===== src/rtl/blctrl_pkg.sv =====
// blctrl_pkg: shared definitions for the BL-Ctrl I2C speed-write scheduler.
//   - state_t           : scheduler FSM state encoding (also exported for debug)
//   - NUM_MOTORS        : number of motor channels handled per frame
//   - BLCTRL_BASE_ADDR  : default 7-bit I2C address of motor 1
//   - speed_byte()      : picks the speed byte of motor index idx (0 = motor 1)
//                         out of the flattened 64-bit speed vector
package blctrl_pkg;

  localparam int NUM_MOTORS = 8;
  localparam logic [6:0] BLCTRL_BASE_ADDR = 7'h29;

  typedef enum logic [2:0] {
    ST_IDLE  = 3'd0,
    ST_LOAD  = 3'd1,
    ST_SCAN  = 3'd2,
    ST_ISSUE = 3'd3,
    ST_WAIT  = 3'd4,
    ST_NEXT  = 3'd5
  } state_t;

  // Motor 1 lives in the most significant byte, so index idx starts at
  // bit 8*(7-idx).
  function automatic logic [7:0] speed_byte(input logic [63:0] flat,
                                            input logic [2:0]  idx);
    logic [5:0] lsb;
    lsb = {3'd7 - idx, 3'b000};
    return flat[lsb +: 8];
  endfunction

endpackage


===== src/rtl/blctrl_refresh_timer.sv =====
// blctrl_refresh_timer: free-running refresh period counter.
// Counts 0..REFRESH_CYCLES-1 while enabled and wraps; o_tick is high during
// the terminal count. When disabled the counter is held at 0.
// Ports:
//   i_clk    system clock
//   i_rst_n  asynchronous active-low reset
//   i_en     count enable (scheduler master enable)
//   o_tick   one-cycle refresh tick
module blctrl_refresh_timer #(
  parameter int REFRESH_CYCLES = 32000
) (
  input  logic i_clk,
  input  logic i_rst_n,
  input  logic i_en,
  output logic o_tick
);

  localparam int CW = $clog2(REFRESH_CYCLES);
  localparam logic [CW-1:0] TERM = CW'(REFRESH_CYCLES - 1);

  logic [CW-1:0] r_cnt;
  logic          w_term;

  assign w_term = (r_cnt == TERM);

  always_ff @(posedge i_clk or negedge i_rst_n) begin
    if (!i_rst_n) begin
      r_cnt <= '0;
    end else if (!i_en || w_term) begin
      r_cnt <= '0;
    end else begin
      r_cnt <= r_cnt + CW'(1);
    end
  end

  assign o_tick = i_en && w_term;

endmodule


===== src/rtl/blctrl_scheduler.sv =====
// blctrl_scheduler: once per refresh period snapshots the eight motor speeds
// and enables, then walks the enabled motors in order issuing one single-byte
// I2C write per motor and waiting for done, NACK or timeout.
//
// Optional feature macro: BLCTRL_SCHED_RETRY_EN
//   defined   -> the first failure (NACK or timeout) of a motor in a frame
//                re-issues the identical write once; the second result counts.
//   undefined -> a failure moves straight on to the next motor.
//
// Handshake: a write command is transferred on a cycle where o_wr_valid and
// i_wr_ready are both high; while o_wr_valid is high without i_wr_ready,
// o_wr_valid, o_wr_addr and o_wr_data stay unchanged. i_wr_nack is only
// meaningful together with the one-cycle i_wr_done pulse.
//
// Ports:
//   i_clk, i_rst_n          clock, asynchronous active-low reset
//   i_master_en             enables refresh scheduling
//   i_motor_en[7:0]         per-motor enable, bit 0 = motor 1
//   i_speed_flat[63:0]      motor 1 in [63:56] ... motor 8 in [7:0]
//   o_wr_valid / i_wr_ready write command handshake
//   o_wr_addr[6:0]          target address (BASE_ADDR + motor index)
//   o_wr_data[7:0]          speed byte
//   i_wr_done, i_wr_nack    transaction finished / NACKed
//   o_motor_ok[7:0]         last attempt result per motor (1 = ACKed)
//   o_busy                  high outside IDLE
//   o_overrun               one-cycle pulse when a refresh tick was dropped
//   o_dbg_state[2:0]        current FSM state (state_t encoding)
module blctrl_scheduler
  import blctrl_pkg::*;
#(
  parameter int          REFRESH_CYCLES = 32000,
  parameter int          TIMEOUT_CYCLES = 4096,
  parameter logic [6:0]  BASE_ADDR      = BLCTRL_BASE_ADDR
) (
  input  logic        i_clk,
  input  logic        i_rst_n,
  input  logic        i_master_en,
  input  logic [7:0]  i_motor_en,
  input  logic [63:0] i_speed_flat,
  output logic        o_wr_valid,
  input  logic        i_wr_ready,
  output logic [6:0]  o_wr_addr,
  output logic [7:0]  o_wr_data,
  input  logic        i_wr_done,
  input  logic        i_wr_nack,
  output logic [7:0]  o_motor_ok,
  output logic        o_busy,
  output logic        o_overrun,
  output logic [2:0]  o_dbg_state
);

  localparam int TW = $clog2(TIMEOUT_CYCLES);
  localparam logic [TW-1:0] TMO_LAST = TW'(TIMEOUT_CYCLES - 1);

  state_t        r_state;
  logic [2:0]    r_idx;
  logic [63:0]   r_snap_speed;
  logic [7:0]    r_snap_en;
  logic [TW-1:0] r_tmo;
  logic          r_wr_valid;
  logic [6:0]    r_wr_addr;
  logic [7:0]    r_wr_data;
  logic [7:0]    r_motor_ok;
  logic          r_busy;
  logic          r_overrun;

  logic          w_tick;
  logic          w_tmo_expired;
  logic          w_fail;
  logic          w_can_retry;

`ifdef BLCTRL_SCHED_RETRY_EN
  logic          r_retry;
  assign w_can_retry = !r_retry;
`else
  assign w_can_retry = 1'b0;
`endif

  blctrl_refresh_timer #(
    .REFRESH_CYCLES(REFRESH_CYCLES)
  ) u_refresh_timer (
    .i_clk  (i_clk),
    .i_rst_n(i_rst_n),
    .i_en   (i_master_en),
    .o_tick (w_tick)
  );

  assign w_tmo_expired = (r_tmo == TMO_LAST);
  // A done pulse on the expiry cycle takes precedence over the timeout.
  assign w_fail = i_wr_done ? i_wr_nack : w_tmo_expired;

  always_ff @(posedge i_clk or negedge i_rst_n) begin
    if (!i_rst_n) begin
      r_state      <= ST_IDLE;
      r_idx        <= 3'd0;
      r_snap_speed <= 64'd0;
      r_snap_en    <= 8'd0;
      r_tmo        <= '0;
      r_wr_valid   <= 1'b0;
      r_wr_addr    <= 7'd0;
      r_wr_data    <= 8'd0;
      r_motor_ok   <= 8'd0;
      r_busy       <= 1'b0;
      r_overrun    <= 1'b0;
`ifdef BLCTRL_SCHED_RETRY_EN
      r_retry      <= 1'b0;
`endif
    end else begin
      // A tick that arrives while a frame is running is dropped and reported.
      r_overrun <= w_tick && (r_state != ST_IDLE);

      case (r_state)
        ST_IDLE: begin
          if (w_tick) begin
            r_state <= ST_LOAD;
            r_busy  <= 1'b1;
          end
        end

        ST_LOAD: begin
          r_snap_speed <= i_speed_flat;
          r_snap_en    <= i_motor_en;
          r_idx        <= 3'd0;
          r_state      <= ST_SCAN;
        end

        ST_SCAN: begin
`ifdef BLCTRL_SCHED_RETRY_EN
          r_retry <= 1'b0;
`endif
          if (r_snap_en[r_idx]) begin
            r_wr_valid <= 1'b1;
            r_wr_addr  <= BASE_ADDR + {4'b0000, r_idx};
            r_wr_data  <= speed_byte(r_snap_speed, r_idx);
            r_state    <= ST_ISSUE;
          end else begin
            r_motor_ok[r_idx] <= 1'b0;
            r_state           <= ST_NEXT;
          end
        end

        ST_ISSUE: begin
          if (i_wr_ready) begin
            r_wr_valid <= 1'b0;
            r_tmo      <= '0;
            r_state    <= ST_WAIT;
          end
        end

        ST_WAIT: begin
          if (i_wr_done || w_tmo_expired) begin
            if (w_fail && w_can_retry) begin
              // addr/data registers still hold the failed command
              r_wr_valid <= 1'b1;
              r_state    <= ST_ISSUE;
`ifdef BLCTRL_SCHED_RETRY_EN
              r_retry    <= 1'b1;
`endif
            end else begin
              r_motor_ok[r_idx] <= !w_fail;
              r_state           <= ST_NEXT;
            end
          end else begin
            r_tmo <= r_tmo + TW'(1);
          end
        end

        ST_NEXT: begin
          // Dropping master_en ends the frame here; unvisited motor_ok bits
          // keep their previous values.
          if ((r_idx == 3'd7) || !i_master_en) begin
            r_state <= ST_IDLE;
            r_busy  <= 1'b0;
          end else begin
            r_idx   <= r_idx + 3'd1;
            r_state <= ST_SCAN;
          end
        end

        default: begin
          r_state    <= ST_IDLE;
          r_busy     <= 1'b0;
          r_wr_valid <= 1'b0;
        end
      endcase
    end
  end

  assign o_wr_valid  = r_wr_valid;
  assign o_wr_addr   = r_wr_addr;
  assign o_wr_data   = r_wr_data;
  assign o_motor_ok  = r_motor_ok;
  assign o_busy      = r_busy;
  assign o_overrun   = r_overrun;
  assign o_dbg_state = r_state;

endmodule


===== config.mk =====
export PLATFORM = sky130hd
export DESIGN_NAME = blctrl_scheduler
export DESIGN_NICKNAME = d
export VERILOG_FILES = /design/src/rtl/blctrl_pkg.sv /design/src/rtl/blctrl_refresh_timer.sv /design/src/rtl/blctrl_scheduler.sv
export SDC_FILE = /design/constraint.sdc
export NUM_CORES = 1
export LEC_CHECK = 0
export ABC_CLOCK_PERIOD_IN_PS = 2200
export CORE_MARGIN = 5
export CORE_UTILIZATION = 38
export DETAILED_ROUTE_END_ITERATION = 12
export PLACE_DENSITY_LB_ADDON = 0.12
export SYNTH_ARGS = -nofsm -noshare
export SYNTH_HDL_FRONTEND = slang
export SYNTH_SLANG_ARGS = --single-unit

===== constraint.sdc =====
create_clock -name i_clk -period 2.2 [get_ports i_clk]
set_input_delay 0.66 -clock i_clk [delete_from_list [all_inputs] [get_ports i_clk]]
set_output_delay 0.66 -clock i_clk [all_outputs]
set_load 0.01 [all_outputs]

==> impl_metrics.tcl <==
set metrics [dict create \
    cts_buffer_depth 2 \
    required_ns 1.54 \
    io_pins 107 \
    drtIter0Drc 176 \
    postCtsHoldBufs 0 \
    path_buf_inv 1 \
    fin_cells 846 \
    die_height_um 138 \
    cts_resized 1 \
    grt_util_all_layers 0.162 \
    ys_seq_area_frac 0.525 \
    ant_nets 0 \
    hpwl_um 10400 \
    crit_type "reg -> out" \
    ys_types 62 \
    worst_skew_pair.late_latency_ns 0.41 \
    status "completed" \
    tightest_slew_ns 0.563 \
    dpl.cell_count 814 \
    drc_errors 0 \
    rr_worst_depth 6 \
    syn_nets 585 \
    io_buffer_count 105 \
    synth_edf_count 0 \
    min_period_ns 2.11 \
    grt_pass1_wl_um 23500 \
    synthCells 503 \
    path_delay_family "buffers and inverters" \
    layout-drive-gt1-share 0.263 \
    min_period_over_period 0.961 \
    grt_max_degree 74 \
    avgSynthCellArea_um2 12.3 \
    r2r_slack_ns 0.24 \
    worst-path-stages 1 \
    dr_total_vias 4415 \
    critPathCapture "o_dbg_state[1]" \
    finalHoldViolCount 0 \
    grt_pass1_vias 4632 \
    start_util 0.389 \
    root_buffer "clkbuf_16" \
    htreeDepth 4 \
    wire_per_inst_um 17.2 \
    slew_violations 0 \
    reg2reg_from "r_tmo[0]" \
    area_delta_synth_final_pct 30.9 \
    antenna_found_initial 1 \
    slew_headroom 0.621 \
    final_util 0.509 \
    cts.sinks 130 \
    gp_congestion 0.805 \
    nNetsFinal 699 \
    cts_setup_buffers 0 \
    ys_warn_count 0 \
    syn-cell-area_mm2 0.00620 \
    die_w_um 138 \
    timing.rr.end "r_tmo[8]" \
    hp-class "in -> async" \
    rows 46 \
    vdd_drop_max_uv 562 \
    overflow 0 \
    drt_pass1_iterations 5 \
    diodes 0 \
    startpoint_type "flop" \
    cts_tree "yes" \
    end_kind "output port" \
    critPathLaunch "o_dbg_state[1]" \
    async_flop_share 1.00 \
    clkTransAtPathRegs_ns 0.06 \
    numCtsBuffers 17 \
    maxCapViolations 0 \
    ys_ff_latch 130 \
    crit_slowest_cell "clkdlybuf4s50_1" \
    core_mm2 0.0159 \
    rsz0062_at_grt "no" \
    routed_via_density 5.22 \
    worst_slack_ns 0.0861 \
    hold-worst-slack_ns 0.158 \
    dp_slack_ns -0.135 \
    max_freq_mhz 473 \
    slowest_delay_ns 0.57 \
    fin_skew_ns 0.0116 \
    crit_fanout 11 \
    drt_wl_total_um 14500 \
    die_area_mm2 0.0190 \
    synth-main-ff-cell "dfrtp_1" \
    power_density_mw_per_mm2 847 \
    path_cells "clkdlybuf4s50_1" \
    arrival_ns 1.45 \
    leakage_nw 3.71 \
    finalSetupViolations 0 \
]
-- cells in the final DEF, fill, tap and decap left out, types with 6 or more instances in the layout --
master / n
a21oi_1: 6
a22oi_1: 7
inv_1: 17
buf_4: 18
mux2_2: 89
dfrtp_1: 129
clkbuf_16: 17
a31oi_1: 18
a41oi_1: 8
nand2b_1: 9
xnor2_1: 8
nor3_1: 12
nor2b_1: 8
mux2i_1: 11
nand2_1: 21
nor2_1: 23
o21ai_0: 10
nand3_1: 14
clkdlybuf4s50_1: 104
mux4_2: 7
clkinv_4: 6
-- cell type report --
cell class / instances / area [um^2]
clock buffer: 18 / 429
inverter: 17 / 63.8
multi-input combinational: 325 / 2710
timing repair buffer: 126 / 1260
tap: 216 / 270
fill: 1423 / 7830
clock inverter: 14 / 133
sequential: 130 / 3250
-- cells in the mapped netlist, types with 6 or more instances --
cell type / n / area share
dfrtp_1: 130 / 0.52
mux2_2: 89 / 0.16
nor2_1: 23 / 0.014
nand2_1: 21 / 0.013
a31oi_1: 18 / 0.018
buf_2: 18 / 0.015
inv_1: 17 / 0.010
nand3_1: 14 / 0.011
nor3_1: 12 / 0.0097
mux2i_1: 11 / 0.018
o21ai_0: 10 / 0.0081
nand2b_1: 9 / 0.0091
a41oi_1: 8 / 0.011
nor2b_1: 8 / 0.0081
xnor2_1: 8 / 0.011
a22oi_1: 7 / 0.0085
mux4_2: 7 / 0.025
a21oi_1: 6 / 0.0048
-- stage by stage --
step	setup TNS [ns]	power (mW)	instance area, um^2
floorplan	0	3.77	6200
global placement	-0.252	4.25	7550
detailed placement	-0.838	4.29	7550
CTS	0	6.99	8120
global route	0	7.23	8120
finish	0	6.87	8120
-- metal layers --
metal / vias to the layer above / routed length (um) / global-route usage
met2: 100 / 7120 / 0.258
met5: - / 13 / 0
li1: 2079 / - / -
met3: 17 / 928 / 0.0599
met1: 2217 / 6260 / 0.204
met4: 2 / 190 / 0.0516
-- how the worst min path moves through the flow --
stage | start | to | slack [ns] | cells after the start
after floorplan | i_rst_n | o_busy | 0.36 | 0
after global placement | o_wr_addr[5] | o_wr_addr[5] | 0.46 | 1
after detailed placement | o_wr_addr[5] | o_wr_addr[5] | 0.46 | 1
after CTS | i_rst_n | u_refresh_timer.r_cnt[5] | 0.15 | 1
after global routing | i_rst_n | u_refresh_timer.r_cnt[3] | 0.17 | 1
final | i_rst_n | u_refresh_timer.r_cnt[3] | 0.16 | 1
-- cell families (layout without fill, tap and decap cells) --
| group | count (synthesis) | count (layout) | synth area share |
|---|---|---|---|
| adder cells (fa/ha/maj) | 4 | 4 | 0.00807 |
| AND/OR/NAND/NOR | 120 | 120 | 0.109 |
| flip-flops | 130 | 130 | 0.525 |
| AO/OA/AOI/OAI | 81 | 81 | 0.0964 |
| multiplexers | 107 | 107 | 0.205 |
| XOR/XNOR | 12 | 12 | 0.0169 |
| other | 1 | 1 | 0.000605 |
| buffers and inverters | 48 | 175 | 0.0399 |
-- where the power goes --
part | switching, mW | internal (mW) | total, mW
clock | 1.08 | 1.56 | 2.65
combinational | 0.643 | 0.705 | 1.35
sequential | 0.203 | 2.68 | 2.88
total | 1.93 | 4.94 | 6.87
-- state kept, by name, summed over array words and instances (netlist names) --
| register | cells |
|---|---|
| o_busy | 1 |
| r_snap_speed | 64 |
| o_motor_ok | 8 |
| u_refresh_timer.r_cnt | 15 |
| r_tmo | 12 |
| r_idx | 3 |
| o_dbg_state | 3 |
| r_snap_en | 8 |
| o_overrun | 1 |
| o_wr_data | 8 |
| o_wr_valid | 1 |
| o_wr_addr | 6 |
Power figures use the tool's default switching activity.
